### src/rtl/ewrapper_emesh_tx_queue.sv
// ---------------------------------------------------------------------------
// ewrapper_emesh_tx_queue
//
// Transmit-side eMesh queue in front of the eLink wrapper emesh_*_outb inputs.
// Host writes and host read requests are buffered in two independent circular
// FIFOs. A round-robin arbiter issues at most one transaction per cycle into a
// registered output stage, and honours per-class link back-pressure.
//
// Optional feature: define EWRAPPER_TXQ_CNT_EN to build the 16-bit issue
// counters. Without it, wr_issue_cnt/rd_issue_cnt are tied to 0.
//
// Ports:
//   emesh_clk_inb        sole clock, rising edge
//   reset                synchronous, active-high
//   host_access          push strobe, one transaction per high cycle
//   host_write           1 = write queue, 0 = read-request queue
//   host_datamode/ctrlmode/dstaddr/srcaddr/data   transaction fields
//   wr_full / rd_full    queue holds DEPTH entries
//   ovf_err              sticky drop flag, cleared by ovf_clr (set wins)
//   emesh_*_outb         registered issued transaction
//   emesh_wr_wait_inb    link back-pressure for writes
//   emesh_rd_wait_inb    link back-pressure for read requests
//   wr_issue_cnt / rd_issue_cnt   per-class issue counters
//
// Handshake semantics: host_access is a valid with no ready; a push into a
// queue that is full at the sampling edge is dropped and flags ovf_err. On
// the link side a class may issue on an edge where it is non-empty and its
// wait input is low; emesh_access_outb is the valid of the registered output
// for the following cycle, and the output fields hold while it is low.
// ---------------------------------------------------------------------------
module ewrapper_emesh_tx_queue #(
    parameter int DEPTH = 8,
    parameter int AW    = 3
) (
    input  logic        emesh_clk_inb,
    input  logic        reset,
    input  logic        host_access,
    input  logic        host_write,
    input  logic [1:0]  host_datamode,
    input  logic [3:0]  host_ctrlmode,
    input  logic [31:0] host_dstaddr,
    input  logic [31:0] host_srcaddr,
    input  logic [31:0] host_data,
    output logic        wr_full,
    output logic        rd_full,
    output logic        ovf_err,
    input  logic        ovf_clr,
    output logic        emesh_access_outb,
    output logic        emesh_write_outb,
    output logic [1:0]  emesh_datamode_outb,
    output logic [3:0]  emesh_ctrlmode_outb,
    output logic [31:0] emesh_dstaddr_outb,
    output logic [31:0] emesh_srcaddr_outb,
    output logic [31:0] emesh_data_outb,
    input  logic        emesh_wr_wait_inb,
    input  logic        emesh_rd_wait_inb,
    output logic [15:0] wr_issue_cnt,
    output logic [15:0] rd_issue_cnt
);

    localparam logic [AW:0]   FULL_CNT = (AW+1)'(DEPTH);
    localparam logic [AW:0]   CNT_ONE  = (AW+1)'(1);
    localparam logic [AW-1:0] PTR_ONE  = AW'(1);

    // Arbiter state: which class was granted most recently.
    localparam logic GRANT_RD = 1'b0;
    localparam logic GRANT_WR = 1'b1;

    // Entry layout: {write, datamode, ctrlmode, dstaddr, srcaddr, data}
    logic [102:0] host_entry;
    assign host_entry = {host_write, host_datamode, host_ctrlmode,
                         host_dstaddr, host_srcaddr, host_data};

    logic [102:0]  wr_mem [DEPTH];
    logic [102:0]  rd_mem [DEPTH];
    logic [AW-1:0] wr_wptr, wr_rptr, rd_wptr, rd_rptr;
    logic [AW:0]   wr_count, rd_count;
    logic          last_grant;
    logic [102:0]  out_q;

    logic wr_push, rd_push, push_drop;
    logic wr_elig, rd_elig, grant_wr, grant_rd;

    assign wr_full = (wr_count == FULL_CNT);
    assign rd_full = (rd_count == FULL_CNT);

    // Fullness is judged on the registered count, so a same-edge pop never
    // makes room for a push.
    assign wr_push   = host_access &  host_write & ~wr_full;
    assign rd_push   = host_access & ~host_write & ~rd_full;
    assign push_drop = host_access & (host_write ? wr_full : rd_full);

    // Eligibility uses the registered count, so a push is never visible to a
    // pop on the same edge.
    assign wr_elig = (wr_count != '0) & ~emesh_wr_wait_inb;
    assign rd_elig = (rd_count != '0) & ~emesh_rd_wait_inb;

    assign grant_wr = wr_elig & (~rd_elig | (last_grant == GRANT_RD));
    assign grant_rd = rd_elig & (~wr_elig | (last_grant == GRANT_WR));

    // Storage has no reset; validity is tracked by the pointers and counts.
    always_ff @(posedge emesh_clk_inb) begin
        if (wr_push) wr_mem[wr_wptr] <= host_entry;
        if (rd_push) rd_mem[rd_wptr] <= host_entry;
    end

    always_ff @(posedge emesh_clk_inb) begin
        if (reset) begin
            wr_wptr  <= '0;
            wr_rptr  <= '0;
            wr_count <= '0;
        end else begin
            if (wr_push)  wr_wptr <= wr_wptr + PTR_ONE;
            if (grant_wr) wr_rptr <= wr_rptr + PTR_ONE;
            case ({wr_push, grant_wr})
                2'b10:   wr_count <= wr_count + CNT_ONE;
                2'b01:   wr_count <= wr_count - CNT_ONE;
                default: wr_count <= wr_count;
            endcase
        end
    end

    always_ff @(posedge emesh_clk_inb) begin
        if (reset) begin
            rd_wptr  <= '0;
            rd_rptr  <= '0;
            rd_count <= '0;
        end else begin
            if (rd_push)  rd_wptr <= rd_wptr + PTR_ONE;
            if (grant_rd) rd_rptr <= rd_rptr + PTR_ONE;
            case ({rd_push, grant_rd})
                2'b10:   rd_count <= rd_count + CNT_ONE;
                2'b01:   rd_count <= rd_count - CNT_ONE;
                default: rd_count <= rd_count;
            endcase
        end
    end

    always_ff @(posedge emesh_clk_inb) begin
        if (reset) begin
            last_grant        <= GRANT_RD;
            out_q             <= '0;
            emesh_access_outb <= 1'b0;
        end else begin
            emesh_access_outb <= grant_wr | grant_rd;
            if (grant_wr) begin
                out_q      <= wr_mem[wr_rptr];
                last_grant <= GRANT_WR;
            end else if (grant_rd) begin
                out_q      <= rd_mem[rd_rptr];
                last_grant <= GRANT_RD;
            end
        end
    end

    // Set has priority over clear.
    always_ff @(posedge emesh_clk_inb) begin
        if (reset)          ovf_err <= 1'b0;
        else if (push_drop) ovf_err <= 1'b1;
        else if (ovf_clr)   ovf_err <= 1'b0;
    end

    assign emesh_write_outb    = out_q[102];
    assign emesh_datamode_outb = out_q[101:100];
    assign emesh_ctrlmode_outb = out_q[99:96];
    assign emesh_dstaddr_outb  = out_q[95:64];
    assign emesh_srcaddr_outb  = out_q[63:32];
    assign emesh_data_outb     = out_q[31:0];

`ifdef EWRAPPER_TXQ_CNT_EN
    logic [15:0] wr_cnt_q, rd_cnt_q;

    always_ff @(posedge emesh_clk_inb) begin
        if (reset) begin
            wr_cnt_q <= '0;
            rd_cnt_q <= '0;
        end else begin
            if (grant_wr) wr_cnt_q <= wr_cnt_q + 16'd1;
            if (grant_rd) rd_cnt_q <= rd_cnt_q + 16'd1;
        end
    end

    assign wr_issue_cnt = wr_cnt_q;
    assign rd_issue_cnt = rd_cnt_q;
`else
    assign wr_issue_cnt = 16'h0000;
    assign rd_issue_cnt = 16'h0000;
`endif

endmodule

### config.mk
export PLATFORM = sky130hd
export DESIGN_NAME = ewrapper_emesh_tx_queue
export DESIGN_NICKNAME = d
export VERILOG_FILES = /design/src/rtl/ewrapper_emesh_tx_queue.sv
export SDC_FILE = /design/constraint.sdc
export NUM_CORES = 2
export LEC_CHECK = 0
export BUFFER_PORTS_ARGS = -buffer_cell sky130_fd_sc_hd__clkbuf_2
export CORE_ASPECT_RATIO = 0.8
export CORE_MARGIN = 2
export CORE_UTILIZATION = 50
export CTS_BUF_LIST = sky130_fd_sc_hd__clkbuf_8
export DETAILED_ROUTE_END_ITERATION = 8
export PLACE_DENSITY = 0.76
export SKIP_LAST_GASP = 1
export SYNTH_ARGS = -nofsm -noshare
export SYNTH_HDL_FRONTEND = slang
export SYNTH_SLANG_ARGS = --single-unit
### constraint.sdc
create_clock -name emesh_clk_inb -period 35.2 [get_ports emesh_clk_inb]
set_input_delay 10.56 -clock emesh_clk_inb [delete_from_list [all_inputs] [get_ports emesh_clk_inb]]
set_output_delay 10.56 -clock emesh_clk_inb [all_outputs]
set_load 0.01 [all_outputs]
Yosys cells after proc, flatten, opt, wreduce, memory -nomap -nowiden. Memories as Yosys holds them, arrays and structs flattened. A register that Yosys moved wholly into a read port is not among the register bits. Cells that the tools add are included.

Bits in registers: 126. Input bits: 109. Bits in writable memories: 1648. Output and inout port bits: 139. Logic and storage cells: 69. Memories kept: 2.

Reduce and logical (&&, ||, !) cells: 6. Eq/ne operators: 6. Bitwise operators: 20. Muxes and demuxes: 17. Add/subtract/negate cells: 8.

Memory list: rd_mem (depth 8, width 103, rd ports 1, clocked after memory_dff 1, write ports 1, RTL line 75) `logic [102:0] rd_mem [DEPTH];`; wr_mem (depth 8, width 103, rd ports 1, clocked after memory_dff 1, write ports 1, RTL line 74) `logic [102:0] wr_mem [DEPTH];`.

Operators by type and width (number): 2-to-1 mux 103 bit (2); case mux 4 bit (2 select lines) (2); adder 3 x 1 -> 3 bit, second input constant (4); 2-to-1 mux 3 bit (4); AND 1 bit (9); 2-to-1 mux 1 bit (9); adder 4 x 1 -> 4 bit, second input constant (2); == test 4 bit, second input constant (2); NOT 1 bit (8); nonzero test 2 bit (4); nonzero test 4 bit (2); subtractor 4 x 1 -> 4 bit, second input constant (2); == test 2 x 1 -> 1 bit, second input constant (2); == test 2 bit, second input constant (2); bitwise OR 1 bit (3).

Logic depth before layout (Yosys ltp).
Depth after elaboration: 7. Depth in mapped cells: 15. Gate-level depth less buffers: 11.

Least setup slack after synthesis. No wires, ideal clock.

Kind: input-to-reg. From: input host_write. To: memory rd_mem[0][0], enable pin. Data required time: 34509 ps. Library setup time: 691 ps. Arrival: 18052 ps. Path buffers: 0. Slack: 16457 ps. Stages: 3. Path through: nor3b_1 > nand2b_1 > nor3_1.

Cells in the longest elaborated chain, start to end: 5.

RTL lines: start, declared (RTL line 38) `input logic host_write,`; NOT 1 bit (RTL line 90) `assign rd_push = host_access & ~host_write & ~rd_full;`; AND 1 bit (2 in series) (RTL line 90); 2-to-1 mux 1 bit (RTL line 104) `if (rd_push) rd_mem[rd_wptr] <= host_entry;`; 2-to-1 mux 1 bit (not written as such) (RTL line 104); end, declared (RTL line 75).

No other way between the ends.

Worst setup path in the final report.
From: input host_write. To: memory wr_mem[6][56], enable pin.

Cells in the longest elaborated chain, start to end: 4.

RTL lines: AND 1 bit (2 in series) (RTL line 89) `assign wr_push = host_access & host_write & ~wr_full;`; 2-to-1 mux 1 bit (RTL line 103) `if (wr_push) wr_mem[wr_wptr] <= host_entry;`; 2-to-1 mux 1 bit (not written as such) (RTL line 103); end, declared (RTL line 74).

No other way between the ends.

==> results_dict.tcl <==
set metrics [dict create \
    yosysTopAreaCellShare_pct 73.5 \
    place_hpwl_um 83500 \
    async_flop_share_pct 0 \
    ir_drop_mv 0.0549 \
    setup-tns-final_ps 0 \
    synth_cell_types 43 \
    outcome "finished clean" \
    final.setup.worst_slack_ps 21680 \
    clk_latency_ps 990 \
    rsz0062_at_grt "false" \
    cts.path.max_buffers 4 \
    critPathRequiredTime_ps 35770 \
    ys_seq_area_share_pct 77.4 \
    synthFlopType "edfxtp_1" \
    dieArea_um2 138000 \
    finalHoldViolations 0 \
    synthMuxAreaShare_pct 15.4 \
    cp_slowest_cell "nor2_4" \
    cap_violations 0 \
    synth_top_family_by_area "multiplexers" \
    cts_made_buffers 283 \
    clock-sinks 1780 \
    coreArea_um2 134000 \
    syn_to_final_growth_pct 12.2 \
    synth.area.top_cells "edfxtp_1, mux4_2, dfxtp_1" \
    grt.overflow.total 0 \
    worstMarginPinSlew_ps 1200 \
    synth.most_common_cell "edfxtp_1" \
    drtPass1Iterations 7 \
    fillCellCount 9550 \
    cts_resized 0 \
    slowest_delay_ps 950 \
    p_leak_nw 23.8 \
    post_drt_via_cell_ratio 5.97 \
    critPathKind "input pin to flip-flop" \
    synth-compound-area-share_pct 3.19 \
    post-place-ws_ps 20690 \
    drtIter0Drc 3587 \
    cpMostUsedCell "buf_4" \
    gp_congestion 0.749 \
    synth_commonest_cells "edfxtp_1, mux4_2, dfxtp_1" \
    drc 0 \
    die_width_um 414 \
    cp-end-kind "flip-flop" \
    cts_hold_buf 0 \
    worstPathCellList "clkbuf_2 > nand3_1 > or2_2 > nor2_4 > buf_4 > buf_4" \
    skew_ps 70.4 \
    avgSynthCellArea_um2 22.1 \
    postCtsSetupBuffers 0 \
    finalSetupViolCount 0 \
    antenna_left 0 \
    row_count 120 \
    synthCells 3053 \
    vias 32300 \
    finalCritPeriodShare_pct 38.4 \
    wirelength_um 148000 \
    wl_per_cell_um 27.3 \
    yosys.area_share.xor_xnor_pct 0.117 \
    crit_path_max_fanout 41 \
    power_density_nw_per_um2 64.7 \
    relSlewSlack_pct 19.7 \
    syn_area_um2 67400 \
    synth_edf_count 1648 \
    period_needed_ps 13520 \
    cts_root_buffer "clkbuf_8" \
    top_level_ports 248 \
    die_h_um 332 \
    grt_pass1_wl_um 218000 \
    antenna_found_initial 18 \
    path_clk_slew_ps 60 \
    slew_viol_final 0 \
    ys_ff_latch 1780 \
    startpoint_type "input pin" \
    seq_area_um2 52200 \
    cts_tree "built" \
    synth_warnings 0 \
    drive_gt1_share_pct 30.6 \
    io_buffers 215 \
    grt_pass1_vias 33200 \
    synthAdderAreaFrac_pct 0.186 \
    yosysTopAreaCell "edfxtp_1" \
    cts.htree.levels 5 \
    nets 3556 \
    start_util_pct 50.4 \
    power_w 0.00489 \
    hold_path_class "flip-flop to flip-flop" \
    max_freq_mhz 73.9 \
    track_usage_pct 21.5 \
    arrival_ps 14100 \
    synth-simple-area-share_pct 2.11 \
    grt_max_degree 110 \
    multi_input_area_um2 14400 \
]
-- worst paths after layout --
kind              start       endpoint  slack, ps  cells past startpoint
max          host_write  wr_mem[6][56]      21680                      6
min          wr_rptr[1]      flip-flop        470                      2
max reg2reg   flip-flop      out_q[62]      30370                      6
min reg2reg  wr_rptr[1]      flip-flop        470                      2
-- layout by cell type, fill, tap and decap left out, types with 5 or more instances in the layout --
cell type	synthesis	layout
edfxtp_1	1648	1648
mux4_2	412	412
clkbuf_8	0	312
clkbuf_2	0	214
dfxtp_1	132	126
nor2_1	129	117
nor2b_1	108	108
mux2i_1	107	107
inv_1	6	106
a211oi_1	103	103
buf_4	32	61
a2111oi_0	55	55
a2111oi_2	48	48
clkinv_1	0	41
conb_1	1	32
a21oi_1	16	16
clkinv_2	0	14
nor2_4	1	13
o21ai_0	10	10
ha_1	10	10
nand2_1	9	9
bufinv_16	0	9
xor2_1	7	7
diode_2	0	6
dfxtp_4	0	6
nand2b_1	5	5
or3_1	5	5
-- critical path, delay by kind of cell --
kind / cells / cell delay (ps)
and+or+nand+nor: 3 / 1760
buffers and inverters: 3 / 1690
-- report_power, final --
group / total [W] / internal [W] / switching (W) / leakage [nW]
Clock: 0.00164 / 0.000876 / 0.000764 / 3.04
Sequential: 0.00247 / 0.00239 / 0.0000778 / 16.0
Combinational: 0.000780 / 0.000314 / 0.000466 / 4.79
-- state kept, by name (all words and copies together) (netlist names), named ones only --
signal	flops
out_q	103
wr_mem	824
rd_wptr	3
rd_mem	824
wr_wptr	3
wr_rptr	3
wr_count	4
rd_rptr	3
last_grant	1
rd_count	4
emesh_access_outb	1
ovf_err	1
-- cells by family (layout without fill, tap and decap cells) --
group / count (synthesis) / count (layout)
other: 1 / 38
multiplexers: 521 / 521
adder cells (fa/ha/maj): 10 / 10
buffers and inverters: 216 / 767
AND/OR/NAND/NOR: 279 / 279
flip-flops: 1780 / 1780
AO/OA/AOI/OAI: 237 / 237
XOR/XNOR: 9 / 9
-- cell type report --
class,count,share of cell area [%]
clock buffer,312,5.68
sequential,1780,69.0
timing repair buffer,277,2.06
tap,1769,2.93
inverter,7,0.0414
multi-input combinational,1088,19.0
antenna,6,0.0199
clock inverter,171,1.22
-- through the flow --
step           instance area [um2]  util (%)  hold slack, ps  cells
2_1_floorplan                67500         -             454   3084
4_1_cts                      75600      56.5             470   5404
5_1_grt                      75600      56.5             504   5408
6_report                     75600      56.5             469   5410
3_5_place_dp                 70300      52.6             460   4921
3_3_place_gp                 70300      52.6             451   4921
-- metal layers --
layer | global-route usage [%] | up-vias | wire, um
met1 | 30.1 | 17000 | 60800
met5 | 0.623 | - | 214
met3 | 5.06 | 266 | 12400
met2 | 33.2 | 1472 | 70300
li1 | - | 13600 | -
met4 | 7.59 | 16 | 4100
No activity file was read; power rests on OpenSTA's default activity.
